**src/rtl/serial_subtractor_pkg.sv**
```systemverilog
// Shared definitions for the bit-serial subtractor: FSM encoding and counter sizing.
package serial_subtractor_pkg;

    typedef enum logic [1:0] {
        IDLE  = 2'd0,
        SHIFT = 2'd1,
        DONE  = 2'd2
    } state_t;

    localparam int DEFAULT_WIDTH = 4;

    function automatic int cnt_width(input int width);
        return $clog2(width);
    endfunction

endpackage

```
**src/rtl/serial_subtractor_fs.sv**
```systemverilog
// Single-bit full subtractor: d = x - y - bi, with borrow-out bo.
module full_subtractor (
    input  logic x,
    input  logic y,
    input  logic bi,
    output logic d,
    output logic bo
);

    assign d  = x ^ y ^ bi;
    assign bo = (~x & y) | (~(x ^ y) & bi);

endmodule

```
**src/rtl/serial_subtractor.sv**
```systemverilog
// Bit-serial A - B - Bin, LSB first, one bit per clock behind a start/done handshake.
// Define SERIAL_SUB_OVF_EN to register signed overflow; otherwise ovf is tied to 0.
module serial_subtractor
    import serial_subtractor_pkg::*;
#(
    parameter int WIDTH = DEFAULT_WIDTH
) (
    input  logic             clk,
    input  logic             rst_n,
    input  logic             start,
    input  logic [WIDTH-1:0] a,
    input  logic [WIDTH-1:0] b,
    input  logic             bin,
    output logic             busy,
    output logic             done,
    output logic [WIDTH-1:0] diff,
    output logic             bout,
    output logic             ovf
);

    localparam int CW = cnt_width(WIDTH);

    state_t           state;
    state_t           next_state;
    logic [WIDTH-1:0] a_sr;
    logic [WIDTH-1:0] b_sr;
    logic [WIDTH-2:0] res_sr;
    logic [WIDTH-1:0] res_next;
    logic [CW-1:0]    cnt;
    logic             borrow;
    logic             d;
    logic             bo;
    logic             accept;
    logic             last_bit;

    full_subtractor u_fs (
        .x  (a_sr[0]),
        .y  (b_sr[0]),
        .bi (borrow),
        .d  (d),
        .bo (bo)
    );

    assign accept   = (state == IDLE) && start;
    assign last_bit = (cnt == CW'(WIDTH - 1));
    // Only WIDTH-1 bits are stored; the current bit completes the word on the last edge.
    assign res_next = {d, res_sr};

    assign busy = (state == SHIFT);
    assign done = (state == DONE);

    always_ff @(posedge clk or negedge rst_n) begin
        if (!rst_n) begin
            state <= IDLE;
        end else begin
            state <= next_state;
        end
    end

    always_comb begin
        next_state = state;
        case (state)
            IDLE:    if (start) next_state = SHIFT;
            SHIFT:   if (last_bit) next_state = DONE;
            DONE:    next_state = IDLE;
            default: next_state = IDLE;
        endcase
    end

    always_ff @(posedge clk or negedge rst_n) begin
        if (!rst_n) begin
            a_sr   <= '0;
            b_sr   <= '0;
            res_sr <= '0;
            cnt    <= '0;
            borrow <= 1'b0;
            diff   <= '0;
            bout   <= 1'b0;
        end else if (accept) begin
            a_sr   <= a;
            b_sr   <= b;
            borrow <= bin;
            cnt    <= '0;
        end else if (state == SHIFT) begin
            a_sr   <= a_sr >> 1;
            b_sr   <= b_sr >> 1;
            res_sr <= res_next[WIDTH-1:1];
            borrow <= bo;
            cnt    <= cnt + 1'b1;
            if (last_bit) begin
                diff <= res_next;
                bout <= bo;
            end
        end
    end

`ifdef SERIAL_SUB_OVF_EN
    logic a_msb;
    logic b_msb;

    // Operand sign bits are shifted out of the registers, so keep copies for the overflow test.
    always_ff @(posedge clk or negedge rst_n) begin
        if (!rst_n) begin
            a_msb <= 1'b0;
            b_msb <= 1'b0;
            ovf   <= 1'b0;
        end else if (accept) begin
            a_msb <= a[WIDTH-1];
            b_msb <= b[WIDTH-1];
        end else if ((state == SHIFT) && last_bit) begin
            ovf <= (a_msb != b_msb) && (d != a_msb);
        end
    end
`else
    assign ovf = 1'b0;
`endif

endmodule

```
**config.mk**
```make
export PLATFORM = sky130hd
export DESIGN_NAME = serial_subtractor
export DESIGN_NICKNAME = d
export VERILOG_FILES = /design/src/rtl/serial_subtractor_pkg.sv /design/src/rtl/serial_subtractor_fs.sv /design/src/rtl/serial_subtractor.sv
export SDC_FILE = /design/constraint.sdc
export NUM_CORES = 1
export LEC_CHECK = 0
export ABC_CLOCK_PERIOD_IN_PS = 1900
export CORE_ASPECT_RATIO = 0.5
export CORE_MARGIN = 1.5
export CORE_UTILIZATION = 35
export CTS_BUF_LIST = sky130_fd_sc_hd__clkbuf_16
export DETAILED_ROUTE_END_ITERATION = 6
export PLACE_DENSITY = 0.66
export SYNTH_ARGS = -nofsm -noshare
export SYNTH_HDL_FRONTEND = slang
export SYNTH_HIERARCHICAL = 1
export SYNTH_SLANG_ARGS = --single-unit
```
**constraint.sdc**
```tcl
create_clock -name clk -period 1.9 [get_ports clk]
set_clock_uncertainty 0.1 [all_clocks]
set_input_delay 0.38 -clock clk [delete_from_list [all_inputs] [get_ports clk]]
set_output_delay 0.38 -clock clk [all_outputs]
set_load 0.02 [all_outputs]
```
==> out/results.tsv, run 1 <==
stage	metric	value	unit
worst_setup_path	start_kind	flop	
route	wl_per_cell	13.2	um
pwr	p_comb_share	45.4	%
synth	ys_seq_elements	21	
clock_tree	clockBufferDepth	2	
global_routing	grt_pass1_vias	687	
placed_design	gp_congestion	0.784	
global_routing	antenna_found_initial	0	
timing	finalCritPeriodShare	93.7	%
worst_setup_path	crit_end	busy	
worst_setup_path	crit_required	1.42	ns
finish	n_antenna_cell	0	
synth	syn_area	990	um^2
clock_tree	h-tree-depth	1	
synth	yosysUniqueCellTypes	29	
timing	slew_violations	0	
timing	fin_crit	1.78	ns
worst_setup_path	cp.arrival	1.30	ns
pwr	power_density	1780	nW/um^2
timing	holdWs	0.376	ns
clock_tree	clockRootBuffer	clkbuf_16	
clock_tree	holdBufCountCts	0	
route	wl	1920	um
global_routing	grt_max_degree	22	
route	ant_nets	0	
finish	drive_above_1_share	19.3	%
job	maxCapViolCount	0	
synth	synth_fp_nets	101	
synth	synthArstFlopShare	100	%
synth	avgSynthCellArea	11.4	um^2
pwr	p_clk_share	18.9	%
worst_setup_path	cp_max_fo	6	
finish	syn_to_final_growth	31.2	%
floorplanning	core-area	2640	um^2
clock_tree	postCtsSetupBuffers	0	
worst_setup_path	r2r-start	state[0]	
worst_setup_path	path_class	reg -> out	
route	drc	0	
synth	ys_seq_area_share	53.1	%
placed_design	dp.final_hpwl	1350	um
placed_design	portBuffers	18	
synth	synth_cells	87	
finish	finalNetCount	124	
global_routing	grt_usage	14.2	%
timing	hold_viol	0	
route	drt_iter0_drc	56	
timing	rsz0062_at_grt	no	
synth	synth_top_family_by_area	simple AND/OR/NAND/NOR gates	
clock_tree	cts_resized	2	
synth	synth-compound-area-share	14.4	%
pwr	leakagePower	0.602	nW
clock_tree	numCtsBuffers	3	
route	vias	706	
floorplanning	rows	13	
floorplanning	die_x	78.2	um
synth	synth_ff_type	dfrtp_1	
clock_tree	clock_sinks	21	
synth	muxShareOfSynthArea	7.59	%
timing	finalSetupViolCount	0	
clock_tree	insertion_delay	0.25	ns
worst_hold_path	hold_path_class	in -> async	
route	drt_pass1_iterations	4	
pwr	p_sw_share	37.0	%
synth	synth_fa_ha_area_share	3.29	%
pwr	p_int	1.46	mW
worst_setup_path	r2r_end	a_sr[1]	
clock_tree	cts_tree	built	
floorplanning	initial_core_util	37.6	%
timing	fmax	0.562	GHz
floorplanning	ios	20	
worst_setup_path	startpoint	state[1]	
global_routing	grt_pass1_wl	3240	um
worst_setup_path	crit_path_end_kind	output port	
global_routing	gr-total-overflow	0	
synth	synthSimpleGateAreaFrac	14.8	%
synth	synthXorXnorAreaFrac	0	%
synth	synth_edf_count	0	
clock_tree	clk_pin_slew	0.05	ns
pwr	p_sw	0.858	mW
floorplanning	die_y	40.6	um
run_status	status	complete, no violations	
worst_setup_path	rr_worst_depth	4	
pwr	power.total	2.32	mW
pwr	seqPwrFrac	35.7	%
route	viasPerCell	4.84	
synth	yosysWarnings	6	
worst_setup_path	reg2reg_slack	0.43	ns
pwr	ir_drop	0.000554	V
floorplanning	dieArea	3170	um^2
timing	fin_tns_setup	0	ns
## placed cells by master, fill, tap and decap left out, types with 2 or more instances in the layout
cell type and count:
buf_4 5, clkbuf_16 3, clkdlybuf4s50_1 16, dfrtp_1 21
dlygate4sd2_1 2, inv_1 5, mux2_4 5, nand2_1 9
nor2_1 9, o21ai_1 2, o22ai_1 6, o32ai_1 6
## final cells by class
| type | instances | area, um^2 |
|---|---|---|
| fill | 246 | 1340 |
| sequential | 21 | 526 |
| multi-input combinational | 54 | 400 |
| timing repair buffer | 23 | 215 |
| clock buffer | 3 | 75.1 |
| tap | 37 | 46.3 |
| inverter | 7 | 31.3 |
| clock inverter | 1 | 5.00 |
## logic make-up after synthesis
family	count (synthesis)
compound gates	20
fa+ha+maj	2
buf+inv	12
flops	21
mux	5
other cells	1
simple gates	26
## cells in the mapped netlist (2+ instances only)
library cell,count,area [um^2]
dfrtp_1,21,526
nand2_1,9,33.8
nor2_1,9,33.8
o22ai_1,6,37.5
o32ai_1,6,52.6
inv_1,5,18.8
mux2_4,5,75.1
buf_4,3,22.5
buf_2,2,10.0
o21ai_1,2,10.0
## worst min path at each step
stage | depth (start not counted) | to | from
after CTS | 2 | res_sr[0] | res_sr[0]
after detailed placement | 2 | res_sr[0] | res_sr[0]
after floorplan | 0 | a_sr[0] | rst_n
after global placement | 2 | res_sr[0] | res_sr[0]
after global routing | 2 | a_sr[2] | rst_n
final | 2 | a_sr[2] | rst_n
## worst max-delay path: stages (launching register included)
cell and delay (ns):
dfrtp_1 0.43, nand2b_4 0.19, inv_6 0.09, dlygate4sd2_1 0.34
## sequential cells by signal, indices dropped and copies added, names as in the netlist
register / cells
a_sr: 4
b_sr: 4
diff: 4
res_sr: 3
cnt: 2
state: 2
borrow: 1
bout: 1
## routing by layer
layer	GRT usage [%]	vias to the layer above	share of wire, %
met5	0	-	0
met4	2.68	0	0
met3	4.77	0	3.2
met2	24.8	9	48
met1	17.8	351	49
li1	-	346	-
## power by group through the flow
stage / clock (mW) / sequential (mW) / combinational, mW
after floorplan: 0 / 0.855 / 0.701
after global placement: 0 / 0.822 / 1.05
after detailed placement: 0 / 0.829 / 1.07
after CTS: 0.450 / 0.829 / 1.07
after global routing: 0.469 / 0.858 / 1.17
final: 0.437 / 0.828 / 1.05
## through the flow
stage | instances | utilization [%] | instance area (um^2) | setup WS, ns
2_1_floorplan | 87 | - | 990 | 0.523
3_3_place_gp | 142 | 46.3 | 1220 | 0.159
3_5_place_dp | 142 | 46.3 | 1220 | 0.142
4_1_cts | 146 | 49.3 | 1300 | 0.127
5_1_grt | 146 | 49.3 | 1300 | 0.0924
6_report | 146 | 49.3 | 1300 | 0.120
(Power assumes the default switching activity.)
==> inputs of run 2 (changes only) <==
--- a/config.mk
+++ b/config.mk
@@ -7,10 +7,11 @@
 export LEC_CHECK = 0
 export ABC_CLOCK_PERIOD_IN_PS = 1900
 export CORE_ASPECT_RATIO = 0.5
-export CORE_MARGIN = 1.5
+export CORE_MARGIN = 2
 export CORE_UTILIZATION = 35
 export CTS_BUF_LIST = sky130_fd_sc_hd__clkbuf_16
 export DETAILED_ROUTE_END_ITERATION = 6
+export HOLD_SLACK_MARGIN = 0.12
 export PLACE_DENSITY = 0.66
 export SYNTH_ARGS = -nofsm -noshare
 export SYNTH_HDL_FRONTEND = slang
==> run 2 against run 1 <==
- sequential power about the same
- cell count unchanged
- sequential share of layout area unchanged
- die area up 3.8%
- via count up 2.0%
- total power about the same
- maximum frequency up 1.2%
- clock-buffer cell count unchanged
- hold slack worse by 0.0089 ns
==> out/results.tsv, run 2 (synthesized netlist as in run 1, its figures left out) <==
stage	metric	value	unit
finish	drive_above_1_share	19.3	%
floorplanning	ios	20	
clock_tree	postCtsSetupBuffers	0	
floorplanning	dieArea	3290	um^2
finish	finalNetCount	124	
clock_tree	clk_pin_slew	0.06	ns
timing	finalCritPeriodShare	92.6	%
run_status	status	complete, no violations	
placed_design	portBuffers	18	
worst_setup_path	path_class	reg -> out	
pwr	leakagePower	0.602	nW
global_routing	antenna_found_initial	0	
timing	slew_violations	0	
floorplanning	rows	13	
pwr	power_density	1780	nW/um^2
global_routing	grt_pass1_wl	3360	um
worst_setup_path	start_kind	flop	
placed_design	dp.final_hpwl	1390	um
finish	top_regs	a_sr x4, b_sr x4, diff x4	
timing	fin_crit	1.76	ns
floorplanning	die_x	79.2	um
route	wl	1880	um
worst_setup_path	cp.arrival	1.28	ns
placed_design	place_ws	0.140	ns
global_routing	grt_pass1_vias	666	
worst_setup_path	crit_path_end_kind	output port	
timing	fin_tns_setup	0	ns
finish	layout_common_cells	21 x dfrtp_1, 16 x clkdlybuf4s50_1, 9 x nor2_1, 9 x nand2_1	
worst_setup_path	cp_max_fo	6	
worst_setup_path	reg2reg_slack	0.43	ns
timing	finalSetupViolCount	0	
timing	hold_viol	0	
clock_tree	clockRootBuffer	clkbuf_16	
clock_tree	h-tree-depth	1	
clock_tree	cts_tree	built	
timing	holdWs	0.367	ns
clock_tree	insertion_delay	0.25	ns
placed_design	gp_congestion	0.764	
job	maxCapViolCount	0	
floorplanning	core-area	2640	um^2
floorplanning	die_y	41.6	um
finish	stdcell_area	1300	um^2
pwr	ir_drop	0.000514	V
worst_hold_path	hold_path_class	in -> async	
finish	n_antenna_cell	0	
clock_tree	clock_sinks	21	
finish	mostFrequentLayoutCell	dfrtp_1	
placed_design	place_area	1220	um^2
floorplanning	initial_core_util	37.6	%
route	drt_iter0_drc	42	
worst_setup_path	crit_required	1.42	ns
timing	rsz0062_at_grt	no	
route	drc	0	
clock_tree	numCtsBuffers	3	
route	vias	720	
route	ant_nets	0	
timing	worst_slack	0.141	ns
global_routing	grt_usage	13.4	%
route	wl_per_cell	12.9	um
route	viasPerCell	4.93	
timing	fmax	0.568	GHz
finish	syn_to_final_growth	31.2	%
global_routing	grt_max_degree	22	
global_routing	gr-total-overflow	0	
route	drt_pass1_iterations	4	
clock_tree	clockBufferDepth	2	
[run 2: cell counts in the layout (fill, tap and decap cells not counted)]
No cell type changed its count.
[run 2: where the power goes]
| group | internal, mW | switching (mW) | leakage, nW |
|---|---|---|---|
| Sequential | 0.664 | 0.163 | 0.256 |
| Clock | 0.283 | 0.162 | 0.0409 |
| Combinational | 0.513 | 0.532 | 0.305 |
| Total | 1.46 | 0.857 | 0.602 |
[run 2: timing repair]
action / 4_1_cts / 5_1_grt
resized for setup: 2 / 0
hold buffers: 0 / 0
endpoints found under the hold margin: 0 / 0
endpoints found under the setup margin: 2 / 0
[run 2: critical path: stages, from the launching register on]
cell,delay (ns)
dfrtp_1,0.42
nand2b_4,0.18
inv_6,0.09
dlygate4sd2_1,0.33
[run 2: path summary, 6_finish.rpt]
| path | from | endpoint | depth (start not counted) |
|---|---|---|---|
| worst min register to register | res_sr[0] | res_sr[0] | 2 |
| max in group asynchronous | rst_n | cnt[0] | 2 |
| worst min-delay path | rst_n | cnt[1] | 2 |
| min in group clk | res_sr[0] | res_sr[0] | 2 |
| worst max-delay path | state[1] | busy | 3 |
| worst max register to register | state[0] | a_sr[3] | 4 |
[run 2: through the flow]
step	std cells	total power, mW	util, %
2_1_floorplan	87	1.56	-
3_3_place_gp	142	1.87	46.3
3_5_place_dp	142	1.91	46.3
4_1_cts	146	2.35	49.3
5_1_grt	146	2.49	49.3
6_report	146	2.32	49.3
[run 2: per-layer routing]
layer / wire length (um) / track usage (%) / share of wire [%] / vias up
met3: 92 / 3.91 / 4.9 / 3
met2: 904 / 19.8 / 48 / 23
li1: - / - / - / 347
met1: 858 / 18.7 / 46 / 347
met5: 0 / 0 / 0 / -
met4: 21 / 5.17 / 1.1 / 0
[run 2: cell type report]
class / instances / area (um^2)
clock inverter: 1 / 5.00
tap: 37 / 46.3
clock buffer: 3 / 75.1
fill: 248 / 1340
sequential: 21 / 526
inverter: 7 / 31.3
timing repair buffer: 23 / 215
multi-input combinational: 54 / 400
==> inputs of run 3 (changes only) <==
--- a/config.mk
+++ b/config.mk
@@ -10,10 +10,13 @@
 export CORE_MARGIN = 2
 export CORE_UTILIZATION = 35
 export CTS_BUF_LIST = sky130_fd_sc_hd__clkbuf_16
+export CTS_CLUSTER_DIAMETER = 150
 export DETAILED_ROUTE_END_ITERATION = 6
 export HOLD_SLACK_MARGIN = 0.12
 export PLACE_DENSITY = 0.66
+export SLEW_MARGIN = 30
 export SYNTH_ARGS = -nofsm -noshare
 export SYNTH_HDL_FRONTEND = slang
 export SYNTH_HIERARCHICAL = 1
 export SYNTH_SLANG_ARGS = --single-unit
+export TNS_END_PERCENT = 50
==> results of run 3 <==
Final layout, timing and power as in run 2 (identical DEF).
